## config.mk

```make
export PLATFORM = sky130hd
export DESIGN_NAME = load_ins_queue_parser
export DESIGN_NICKNAME = d
export VERILOG_FILES = /design/src/rtl/load_ins_pkg.sv /design/src/rtl/ld_cmd_fifo.sv /design/src/rtl/load_ins_queue_parser.sv
export SDC_FILE = /design/constraint.sdc
export NUM_CORES = 1
export LEC_CHECK = 0
export ABC_AREA = 1
export CORE_ASPECT_RATIO = 0.5
export CORE_MARGIN = 2
export CORE_UTILIZATION = 60
export DETAILED_ROUTE_END_ITERATION = 7
export HOLD_SLACK_MARGIN = 0.05
export MAX_ROUTING_LAYER = met4
export PLACE_DENSITY = 0.9
export SYNTH_ARGS = -nofsm -noshare
export SYNTH_HDL_FRONTEND = slang
export SYNTH_SLANG_ARGS = --single-unit
```

## constraint.sdc

```tcl
create_clock -name clk -period 10.4 [get_ports clk]
set_input_delay 2.08 -clock clk [delete_from_list [all_inputs] [get_ports clk]]
set_output_delay 2.08 -clock clk [all_outputs]
set_load 0.01 [all_outputs]
```

## src/rtl/load_ins_pkg.sv

```systemverilog
// Shared definitions for the LOAD instruction front end: header code, field
// positions inside the 96-bit word, dispatch states and the queued command.
package load_ins_pkg;

    localparam logic [3:0] HEAD_LOAD = 4'b0001;

    localparam int HDR_HI   = 31;
    localparam int HDR_LO   = 28;
    localparam int DDR_HI   = 95;
    localparam int DDR_LO   = 64;
    localparam int IWB_HI   = 63;
    localparam int IWB_LO   = 62;
    localparam int LINE_HI  = 61;
    localparam int LINE_LO  = 50;
    localparam int TOTAL_HI = 49;
    localparam int TOTAL_LO = 34;
    localparam int ZF_BIT   = 33;
    localparam int BID_HI   = 19;
    localparam int BID_LO   = 12;
    localparam int BADDR_HI = 11;
    localparam int BADDR_LO = 0;

    typedef enum logic {
        ST_IDLE = 1'b0,
        ST_BUSY = 1'b1
    } disp_state_e;

    typedef struct packed {
        logic [31:0] ddr_addr;
        logic [1:0]  iwb_id;
        logic [11:0] line_size;
        logic [15:0] total_size;
        logic        zero_fill;
        logic [7:0]  bank_id;
        logic [11:0] bank_addr;
    } ld_cmd_t;

    localparam int CMD_W = $bits(ld_cmd_t);

endpackage

```

## src/rtl/ld_cmd_fifo.sv

```systemverilog
// Synchronous command FIFO; DEPTH must be a power of two so the pointers wrap
// naturally. A push into a full FIFO is accepted only alongside a pop.
module ld_cmd_fifo #(
    parameter int W     = 8,
    parameter int DEPTH = 4
) (
    input  logic                         clk,
    input  logic                         rst,
    input  logic                         push,
    input  logic [W-1:0]                 wr_data,
    input  logic                         pop,
    output logic [W-1:0]                 rd_data,
    output logic                         full,
    output logic                         empty,
    output logic [$clog2(DEPTH+1)-1:0]   count
);

    localparam int AW = $clog2(DEPTH);
    localparam int CW = $clog2(DEPTH+1);

    logic [W-1:0]  mem_q [DEPTH];
    logic [AW-1:0] wr_ptr_q, wr_ptr_d;
    logic [AW-1:0] rd_ptr_q, rd_ptr_d;
    logic [CW-1:0] count_q, count_d;
    logic          do_push;
    logic          do_pop;

    assign empty   = (count_q == '0);
    assign full    = (count_q == CW'(DEPTH));
    assign count   = count_q;
    assign rd_data = mem_q[rd_ptr_q];

    assign do_pop  = pop && !empty;
    assign do_push = push && (!full || do_pop);

    always_comb begin
        wr_ptr_d = wr_ptr_q;
        rd_ptr_d = rd_ptr_q;
        count_d  = count_q;
        if (do_push) begin
            wr_ptr_d = wr_ptr_q + AW'(1);
        end
        if (do_pop) begin
            rd_ptr_d = rd_ptr_q + AW'(1);
        end
        case ({do_push, do_pop})
            2'b10:   count_d = count_q + CW'(1);
            2'b01:   count_d = count_q - CW'(1);
            default: count_d = count_q;
        endcase
    end

    always_ff @(posedge clk) begin
        if (rst) begin
            wr_ptr_q <= '0;
            rd_ptr_q <= '0;
            count_q  <= '0;
        end else begin
            wr_ptr_q <= wr_ptr_d;
            rd_ptr_q <= rd_ptr_d;
            count_q  <= count_d;
        end
    end

    always_ff @(posedge clk) begin
        if (do_push) begin
            mem_q[wr_ptr_q] <= wr_data;
        end
    end

endmodule

```

## src/rtl/load_ins_queue_parser.sv

```systemverilog
// LOAD instruction front end: queues decoded LOAD words, dispatches them one
// at a time to the DDR engine and returns completions through a done/ack pair.
//
// state | meaning
// IDLE  | no command executing; pops the queue head when one is waiting
// BUSY  | a dispatched command is running; waits for wr_done
module load_ins_queue_parser
    import load_ins_pkg::*;
#(
    parameter int IWB_SEL_W   = 2,
    parameter int BID_W       = 8,
    parameter int MAX_ADDR_W  = 12,
    parameter int DDR_ADDR_W  = 32,
    parameter int LINE_SIZE_W = 12,
    parameter int ALL_SIZE_W  = 16,
    parameter int INS_LEN     = 96,
    parameter int CMD_DEPTH   = 4
) (
    input  logic                           clk,
    input  logic                           rst,
    input  logic [INS_LEN-1:0]             ins_data,
    input  logic                           ins_valid,
    output logic                           ins_ready,
    output logic                           ins_err,
    output logic                           ins_done,
    input  logic                           ins_done_ack,
    input  logic                           wr_done,
    output logic                           start,
    output logic                           busy,
    output logic [$clog2(CMD_DEPTH+1)-1:0] outstanding,
    output logic [IWB_SEL_W-1:0]           reg_rd_iwb_id,
    output logic [BID_W-1:0]               reg_rd_bank_id,
    output logic [MAX_ADDR_W-1:0]          reg_rd_bank_addr,
    output logic [LINE_SIZE_W-1:0]         reg_rd_line_size,
    output logic [ALL_SIZE_W-1:0]          reg_rd_total_size,
    output logic                           reg_zero_fill,
    output logic [DDR_ADDR_W-1:0]          reg_rd_ddr_addr
);

    localparam int OUT_W = $clog2(CMD_DEPTH+1);

    disp_state_e       state_q, state_d;
    ld_cmd_t           cmd_in;
    ld_cmd_t           cmd_head;
    ld_cmd_t           cmd_q;
    logic              accept;
    logic              is_load;
    logic              fifo_push;
    logic              fifo_pop;
    logic              fifo_full;
    logic              fifo_empty;
    logic [OUT_W-1:0]  fifo_count;
    logic [OUT_W-1:0]  done_pending_q, done_pending_d;
    logic              done_inc;
    logic              done_dec;
    logic              start_q;
    logic              ins_err_q;
    logic              ins_done_q;
    logic              unused_bits;

    // Reserved instruction bits carry no meaning for a LOAD.
    assign unused_bits = ^{ins_data[32], ins_data[27:20]};

    assign is_load   = (ins_data[HDR_HI:HDR_LO] == HEAD_LOAD);
    assign accept    = ins_valid && ins_ready;
    assign fifo_push = accept && is_load && !fifo_full;

    always_comb begin
        cmd_in            = '0;
        cmd_in.ddr_addr   = ins_data[DDR_HI:DDR_LO];
        cmd_in.iwb_id     = ins_data[IWB_HI:IWB_LO];
        cmd_in.line_size  = ins_data[LINE_HI:LINE_LO];
        cmd_in.total_size = ins_data[TOTAL_HI:TOTAL_LO];
        cmd_in.zero_fill  = ins_data[ZF_BIT];
        cmd_in.bank_id    = ins_data[BID_HI:BID_LO];
        cmd_in.bank_addr  = ins_data[BADDR_HI:BADDR_LO];
    end

    ld_cmd_fifo #(
        .W     (CMD_W),
        .DEPTH (CMD_DEPTH)
    ) u_fifo (
        .clk     (clk),
        .rst     (rst),
        .push    (fifo_push),
        .wr_data (cmd_in),
        .pop     (fifo_pop),
        .rd_data (cmd_head),
        .full    (fifo_full),
        .empty   (fifo_empty),
        .count   (fifo_count)
    );

    always_comb begin
        state_d  = state_q;
        fifo_pop = 1'b0;
        case (state_q)
            ST_IDLE: begin
                if (!fifo_empty) begin
                    fifo_pop = 1'b1;
                    state_d  = ST_BUSY;
                end
            end
            ST_BUSY: begin
                if (wr_done) begin
                    state_d = ST_IDLE;
                end
            end
            default: state_d = ST_IDLE;
        endcase
    end

    assign busy     = (state_q == ST_BUSY);
    assign done_inc = busy && wr_done;
    assign done_dec = ins_done_q && ins_done_ack;

    always_comb begin
        done_pending_d = done_pending_q;
        case ({done_inc, done_dec})
            2'b10:   done_pending_d = done_pending_q + OUT_W'(1);
            2'b01:   done_pending_d = done_pending_q - OUT_W'(1);
            default: done_pending_d = done_pending_q;
        endcase
    end

    // Every term is a register, so ins_ready has no path from ins_valid.
    assign outstanding = fifo_count + {{(OUT_W-1){1'b0}}, busy} + done_pending_q;
    assign ins_ready   = (outstanding < OUT_W'(CMD_DEPTH));

    always_ff @(posedge clk) begin
        if (rst) begin
            state_q        <= ST_IDLE;
            cmd_q          <= '0;
            start_q        <= 1'b0;
            ins_err_q      <= 1'b0;
            ins_done_q     <= 1'b0;
            done_pending_q <= '0;
        end else begin
            state_q        <= state_d;
            start_q        <= fifo_pop;
            ins_err_q      <= accept && !is_load;
            ins_done_q     <= (done_pending_d != '0);
            done_pending_q <= done_pending_d;
            if (fifo_pop) begin
                cmd_q <= cmd_head;
            end
        end
    end

    assign start             = start_q;
    assign ins_err           = ins_err_q;
    assign ins_done          = ins_done_q;
    assign reg_rd_ddr_addr   = cmd_q.ddr_addr;
    assign reg_rd_iwb_id     = cmd_q.iwb_id;
    assign reg_rd_line_size  = cmd_q.line_size;
    assign reg_rd_total_size = cmd_q.total_size;
    assign reg_zero_fill     = cmd_q.zero_fill;
    assign reg_rd_bank_id    = cmd_q.bank_id;
    assign reg_rd_bank_addr  = cmd_q.bank_addr;

endmodule

```

==> results of run 1 <==
==> logic make-up (layout without fill, tap and decap cells) <==
kind of cell,after synthesis,in the layout
other cells,0,3
flops,429,429
buf+inv,113,293
xor+xnor,2,2
simple gates,384,384
compound gates,344,344
fa+ha+maj,10,10
==> metal layers <==
| layer | vias to the layer above | routed length [µm] |
|---|---|---|
| met4 | 0 | 1280 |
| li1 | 4878 | - |
| met5 | - | 0 |
| met3 | 101 | 2900 |
| met2 | 588 | 19900 |
| met1 | 5384 | 14200 |
==> area by class of cell <==
cell class | count | area [µm²] | area share [%]
timing repair buffer | 193 | 1900 | 9.93
multi-input combinational | 740 | 3530 | 18.4
clock buffer | 54 | 1070 | 5.59
inverter | 32 | 123 | 0.639
tap | 352 | 440 | 2.30
antenna | 3 | 7.51 | 0.0391
clock inverter | 14 | 183 | 0.953
sequential | 429 | 11900 | 62.1
==> report_power, final <==
group | internal, mW | leakage [nW] | switching, mW
Combinational | 0.605 | 2.13 | 0.956
Clock | 0.822 | 0.617 | 0.600
Sequential | 2.03 | 3.79 | 0.144
==> worst max-delay path, stage by stage, from the launching register on <==
cell	delay [ns]
dfxtp_1	0.43
inv_2	0.09
fa_1	0.42
inv_1	0.09
fa_1	0.24
inv_1	0.07
nand2_1	0.09
nand2_1	0.06
nand2_1	0.06
nand2_1	0.10
inv_1	0.08
clkdlybuf4s50_1	0.54
==> layout by cell type (no fill, tap or decap), types with 4 or more instances in the layout <==
cell type / synthesis / final
inv_1: 23 / 23
a21oi_1: 5 / 5
inv_2: 8 / 8
clkbuf_16: 0 / 39
o21ai_1: 18 / 18
buf_4: 3 / 11
nor2_4: 0 / 4
clkbuf_1: 36 / 11
nor2_1: 354 / 350
clkbuf_8: 0 / 4
ha_1: 6 / 6
clkinv_2: 0 / 6
o21ai_2: 8 / 8
o21ai_0: 229 / 229
nand2_1: 20 / 20
o22ai_1: 83 / 83
fa_1: 4 / 4
edfxtp_1: 332 / 332
bufinv_16: 0 / 4
nand3_1: 5 / 5
clkdlybuf4s50_1: 0 / 182
dfxtp_1: 97 / 95
==> worst max-delay path by stage <==
stage	startpoint	endpoint	slack, ns	cells after the start
after floorplan	ins_data[28]	u_fifo.mem_q[0][0]$_DFFE_PP_	3.71	8
after detailed placement	ins_data[28]	u_fifo.mem_q[2][55]$_DFFE_PP_	5.09	10
after global placement	ins_data[28]	u_fifo.mem_q[2][59]$_DFFE_PP_	5.12	10
after CTS	busy$_SDFF_PP0_	outstanding[2]	5.57	11
after global routing	ins_data[28]	u_fifo.mem_q[3][68]$_DFFE_PP_	5.38	10
final	busy$_SDFF_PP0_	outstanding[2]	5.53	11
==> sequential cells by signal (all words and copies together), names as in the netlist <==
register and cells:
busy 1, done_pending_q 3, ins_done 1, ins_err 1, reg_rd_bank_addr 12, reg_rd_bank_id 8
reg_rd_ddr_addr 32, reg_rd_iwb_id 2, reg_rd_line_size 12, reg_rd_total_size 16, reg_zero_fill 1, start 1
u_fifo.count 3, u_fifo.mem_q 332, u_fifo.rd_ptr_q 2, u_fifo.wr_ptr_q 2
==> results.py, run 1 <==
metrics = {
    "sta": {
        "final.setup_skew_ns": 0.0160,
        "max-slew-margin-rel_pct": 21.2,
        "setup_violations": 0,
        "hold-worst-slack_ns": 0.529,
        "timing.setup.tns_ns": 0,
        "rsz0062_at_grt": "no",
        "final_critical_path_setup_slack_ns": 5.53,
        "max_slew.worst_pin.slew_ns": 1.18,
        "max_freq_mhz": 205,
        "fin_crit_ns": 4.87,
        "hold_violations": 0,
        "final-max-slew-violation-count": 0,
        "layout_worst_path_cycle_share_pct": 46.8,
    },
    "clocking": {
        "cts_tree": "done",
        "clock_latency_ns": 0.54,
        "post_cts.repair.setup_buffers": 0,
        "cts_resized": 0,
        "clock_sinks": 429,
        "clkSlewWorstSetupHoldPaths_ns": 0.07,
        "cts-root-to-sink-buffers": 3,
        "numCtsBuffers": 37,
        "holdBufCountCts": 0,
        "clock_tree.htree_level_count": 2,
        "clock-root-buffer": "clkbuf_16",
    },
    "global_route": {
        "fraction_of_met3_tracks_used_by_global_routing_pct": 4.54,
        "global_route_wire_length_before_repair_mm": 58.0,
        "globalRoute.busiestLayer": "met2",
        "grt.total_usage_pct": 27.3,
        "use_met1_pct": 32.9,
        "grt_start_max_net_pins": 109,
        "globalRoute.totalOverflow": 0,
        "grt_pass1_vias": 10962,
        "grt_util_met2_pct": 46.1,
        "antenna_found_initial": 3,
    },
    "setup_path": {
        "critical_path_peak_fanout": 4,
        "path_class": "reg2out",
        "worstReg2RegEnd": "u_fifo.mem_q[1][61]$_DFFE_PP_",
        "reg2regPathDepth": 11,
        "worstPathArrival_ns": 2.79,
        "setup.worst_path.start_class": "flip-flop",
        "reg2reg_from": "busy$_SDFF_PP0_",
        "timing.critical_path.required_ns": 8.32,
        "ff2ff_setup_slack_ns": 6.53,
        "worst_setup_path_end_kind": "output port",
    },
    "die": {
        "start_util_pct": 60.7,
        "die_width_um": 235,
        "io_pins": 192,
        "design.die.area_um2": 28000,
        "coreArea_um2": 26300,
        "num_rows": 42,
        "die-height_um": 119,
    },
    "logic_synthesis": {
        "ys_seq_area_share_pct": 74.5,
        "synthDominantAreaCellType": "edfxtp_1",
        "synth_adder_area_share_pct": 0.970,
        "synthesis.area_um2": 16000,
        "number_of_enable_flip_flop_cells_after_synthesis": 332,
        "postSynthRegisterBits": 429,
        "dominant_combinational_cell_family_by_area_after_synthesis": "compound AO/OA/AOI/OAI gates",
        "syn-num-nets": 1393,
        "dominantRegCellSynth": "edfxtp_1",
        "syn_inst": 1282,
        "post_synth_xor_area_fraction_pct": 0.110,
        "synth_top_area_share_pct": 62.4,
        "synth.yosys.warnings": 0,
        "synth.cells.most_frequent": "nor2_1 (354), edfxtp_1 (332), o21ai_0 (229)",
        "synth_compound_gate_area_share_pct": 11.6,
        "syn_avg_cell_area_um2": 12.5,
        "yosysMostFrequentCell": "nor2_1",
        "cells_taking_the_most_area_after_synthesis": "edfxtp_1 (62%), dfxtp_1 (12%), nor2_1 (8.3%)",
        "synth_cell_types": 27,
        "synth-simple-area-share_pct": 9.16,
        "post_synth_mux_area_share_pct": 0,
        "async_reset_ff_share_pct": 0,
    },
    "place": {
        "gp_congestion": 0.825,
        "placement.cell_area_um2": 17900,
        "dp_hpwl_mm": 20.1,
        "io_buffers": 182,
        "detailedPlace.worstSlack_ns": 5.09,
        "placed_instances": 1746,
    },
    "drt": {
        "drc": 0,
        "firstDrtPassIters": 7,
        "number_of_vias_per_cell": 6.03,
        "vias": 10951,
        "drtAntennaViolNets": 0,
        "drt_first_iter_violations": 1278,
        "drt-total-wl_mm": 38.3,
        "route.detailed.wl_per_inst_um": 21.1,
    },
    "run": {
        "drv.max_cap_violation_count": 0,
    },
    "worst_hold_path": {
        "min-delay-start": "reg_rd_ddr_addr[25]$_SDFFE_PP0P_",
        "timing.hold.worst.class": "reg2reg",
        "hold-path-cell-count": 2,
        "timing.hold.worst_endpoint": "reg_rd_ddr_addr[25]$_SDFFE_PP0P_",
    },
    "status": {
        "run_status": "finished, final reports clean",
    },
    "pwr": {
        "irDropWorstVdd_mv": 0.176,
        "leakage_power_nw": 6.53,
        "power_mw": 5.15,
        "ratio_of_total_power_to_cell_area_nw_per_um2": 269,
    },
    "finish": {
        "post-route-util_pct": 72.8,
        "finalInstanceArea_um2": 19200,
        "fill_cells": 1566,
        "post_route_cells_drive_above_1_share_pct": 6.22,
        "final-instance-count-excl-fill": 1817,
        "area_growth_syn_to_layout_pct": 19.9,
        "finalNetCount": 1544,
    },
}
Note: power is estimated with default switching activity, not from simulation.
==> run 2, diff against run 1 <==
--- a/config.mk
+++ b/config.mk
@@ -8,11 +8,11 @@
 export ABC_AREA = 1
 export CORE_ASPECT_RATIO = 0.5
 export CORE_MARGIN = 2
-export CORE_UTILIZATION = 60
+export CORE_UTILIZATION = 50
 export DETAILED_ROUTE_END_ITERATION = 7
 export HOLD_SLACK_MARGIN = 0.05
 export MAX_ROUTING_LAYER = met4
-export PLACE_DENSITY = 0.9
+export PLACE_DENSITY = 0.81
 export SYNTH_ARGS = -nofsm -noshare
 export SYNTH_HDL_FRONTEND = slang
 export SYNTH_SLANG_ARGS = --single-unit
==> constraint.sdc (replaced) <==
create_clock -name clk -period 4.4 [get_ports clk]
set_input_delay 0.88 -clock clk [delete_from_list [all_inputs] [get_ports clk]]
set_output_delay 0.88 -clock clk [all_outputs]
set_load 0.01 [all_outputs]
==> run 2 against run 1 <==
Combinational power increased by 140%. Highest routed layer unchanged. Core utilization decreased by 12 points. Critical path depth unchanged. Critical path type unchanged. Routed wire length decreased by 1.7%. Register-to-register slack got worse by 5.0 ns. Critical endpoint unchanged. Flip-flop and latch count unchanged. Final area increased by 0.82%. Final cell count increased by 4.6%. Non-clock buffer count increased by 2.
==> results.py, run 2 (synthesis results as in run 1) <==
metrics = {
    "clocking": {
        "clkSlewWorstSetupHoldPaths_ns": 0.07,
        "holdBufCountCts": 0,
        "cts_tree": "done",
        "cts-root-to-sink-buffers": 3,
        "clock_tree.htree_level_count": 2,
        "post_cts.repair.setup_buffers": 0,
        "cts_resized": 0,
        "numCtsBuffers": 38,
        "clock-root-buffer": "clkbuf_16",
        "clock_latency_ns": 0.53,
        "clock_sinks": 429,
    },
    "sta": {
        "final-max-slew-violation-count": 0,
        "layout_worst_path_cycle_share_pct": 80.2,
        "hold-worst-slack_ns": 0.528,
        "setup_violations": 0,
        "rsz0062_at_grt": "no",
        "max_slew.worst_pin.slew_ns": 1.17,
        "max-slew-margin-rel_pct": 21.7,
        "max_freq_mhz": 284,
        "timing.setup.tns_ns": 0,
        "hold_violations": 0,
        "final.setup_skew_ns": 0.0141,
        "fin_crit_ns": 3.53,
    },
    "drt": {
        "drt-total-wl_mm": 37.6,
        "firstDrtPassIters": 5,
        "drc": 0,
        "route.detailed.wl_per_inst_um": 19.8,
        "number_of_vias_per_cell": 5.68,
        "vias": 10791,
        "drt_first_iter_violations": 1098,
        "drtAntennaViolNets": 0,
    },
    "status": {
        "run_status": "finished, final reports clean",
    },
    "finish": {
        "area_growth_syn_to_layout_pct": 20.9,
        "largest_register_ffs": 332,
        "finalNetCount": 1547,
        "layout_common_cells": "nor2_1 (350), edfxtp_1 (332), o21ai_0 (229)",
        "post_route_cells_drive_above_1_share_pct": 6.21,
        "post-route-util_pct": 61.2,
        "mostFrequentLayoutCell": "nor2_1",
        "largest_register": "u_fifo.mem_q",
        "finalInstanceArea_um2": 19300,
    },
    "setup_path": {
        "setup.worst_path.start_class": "flip-flop",
        "critical_path_peak_fanout": 4,
        "worstPathArrival_ns": 2.65,
        "worst_setup_path_end_kind": "output port",
        "path_class": "reg2out",
        "timing.critical_path.required_ns": 3.52,
    },
    "die": {
        "start_util_pct": 50.6,
        "num_rows": 46,
        "die-height_um": 130,
        "io_pins": 192,
        "die_width_um": 257,
        "design.die.area_um2": 33500,
        "coreArea_um2": 31600,
    },
    "worst_hold_path": {
        "timing.hold.worst.class": "reg2reg",
    },
    "global_route": {
        "antenna_found_initial": 2,
        "grt.total_usage_pct": 22.3,
        "grt_start_max_net_pins": 99,
        "globalRoute.totalOverflow": 0,
        "grt_pass1_vias": 10670,
        "global_route_wire_length_before_repair_mm": 56.4,
    },
    "run": {
        "drv.max_cap_violation_count": 0,
    },
    "place": {
        "dp_hpwl_mm": 19.6,
        "io_buffers": 182,
        "placement.cell_area_um2": 18100,
        "gp_congestion": 0.806,
    },
    "pwr": {
        "p_switching_mw": 3.97,
        "share_comb_of_total_power_pct": 30.9,
        "share_of_total_power_consumed_by_net_switching_pct": 32.9,
        "irDropWorstVdd_mv": 0.499,
        "power.internal_mw": 8.10,
        "relative_contribution_of_the_clock_network_to_total_power_pct": 27.1,
        "leakage_power_nw": 6.54,
        "ratio_of_total_power_to_cell_area_nw_per_um2": 624,
        "power.share.sequential_pct": 42.0,
    },
}
==> run 2: changes by cell type in the layout (fill, tap and decap cells not counted) <==
cell        delta
buf_4          -3
clkinv_1       +6
bufinv_16      -2
clkbuf_16      +2
buf_12         +5
clkinvlp_4     +2
clkinv_2       -2
clkbuf_1       -3
clkbuf_8       -1
diode_2        +1
clkinv_8       -1
==> run 2: layer usage <==
| metal | part of all wire (%) | track usage [%] |
|---|---|---|
| met1 | 37 | 24.9 |
| met2 | 54 | 40.6 |
| met3 | 5.9 | 3.59 |
| met4 | 3.0 | 9.51 |
| met5 | 0 | - |
==> run 2: path summary, 6_finish.rpt <==
path,startpoint,cells past startpoint,end,slack (ns)
worst max-delay path,busy$_SDFF_PP0_,11,outstanding[2],0.87
worst min-delay path,reg_rd_total_size[5]$_SDFFE_PP0P_,2,reg_rd_total_size[5]$_SDFFE_PP0P_,0.53
worst max register to register,busy$_SDFF_PP0_,16,u_fifo.count[2]$_SDFFE_PP0P_,1.53
worst min register to register,reg_rd_total_size[5]$_SDFFE_PP0P_,2,reg_rd_total_size[5]$_SDFFE_PP0P_,0.53
==> run 2: power by group through the flow <==
stage,Clock (mW),Sequential (mW),Combinational (mW)
floorplan,0,5.23,2.11
global placement,0,5.13,3.51
detailed placement,0,5.15,3.67
CTS,3.31,5.07,3.71
global route,3.46,5.11,4.03
finish,3.27,5.07,3.73
==> run 2: final cells by class <==
cell class / instances / area (µm²)
fillers: 2193 / 12300
flip-flops and latches: 429 / 11900
multi-input cells: 740 / 3530
repair buffers: 195 / 1980
clock buffers: 52 / 1100
well taps: 432 / 541
clock inverters: 17 / 134
inverters: 32 / 123
diodes: 4 / 10.0
==> run 2: per-stage QoR <==
step	setup WS [ns]	std cells	total power, mW
4_1_cts	0.873	1897	12.1
3_5_place_dp	1.27	1828	8.81
6_report	0.873	1901	12.1
2_1_floorplan	-1.19	1282	7.34
5_1_grt	0.721	1899	12.6
3_3_place_gp	1.30	1828	8.64
==> run 2: worst max-delay path: stages, from the launching register on <==
cell             delay [ns]
dfxtp_1                0.39
inv_2                  0.08
fa_1                   0.42
inv_1                  0.08
fa_1                   0.21
inv_1                  0.07
nand2_1                0.08
nand2_1                0.06
nand2_1                0.05
nand2_1                0.09
inv_1                  0.07
clkdlybuf4s50_1        0.52
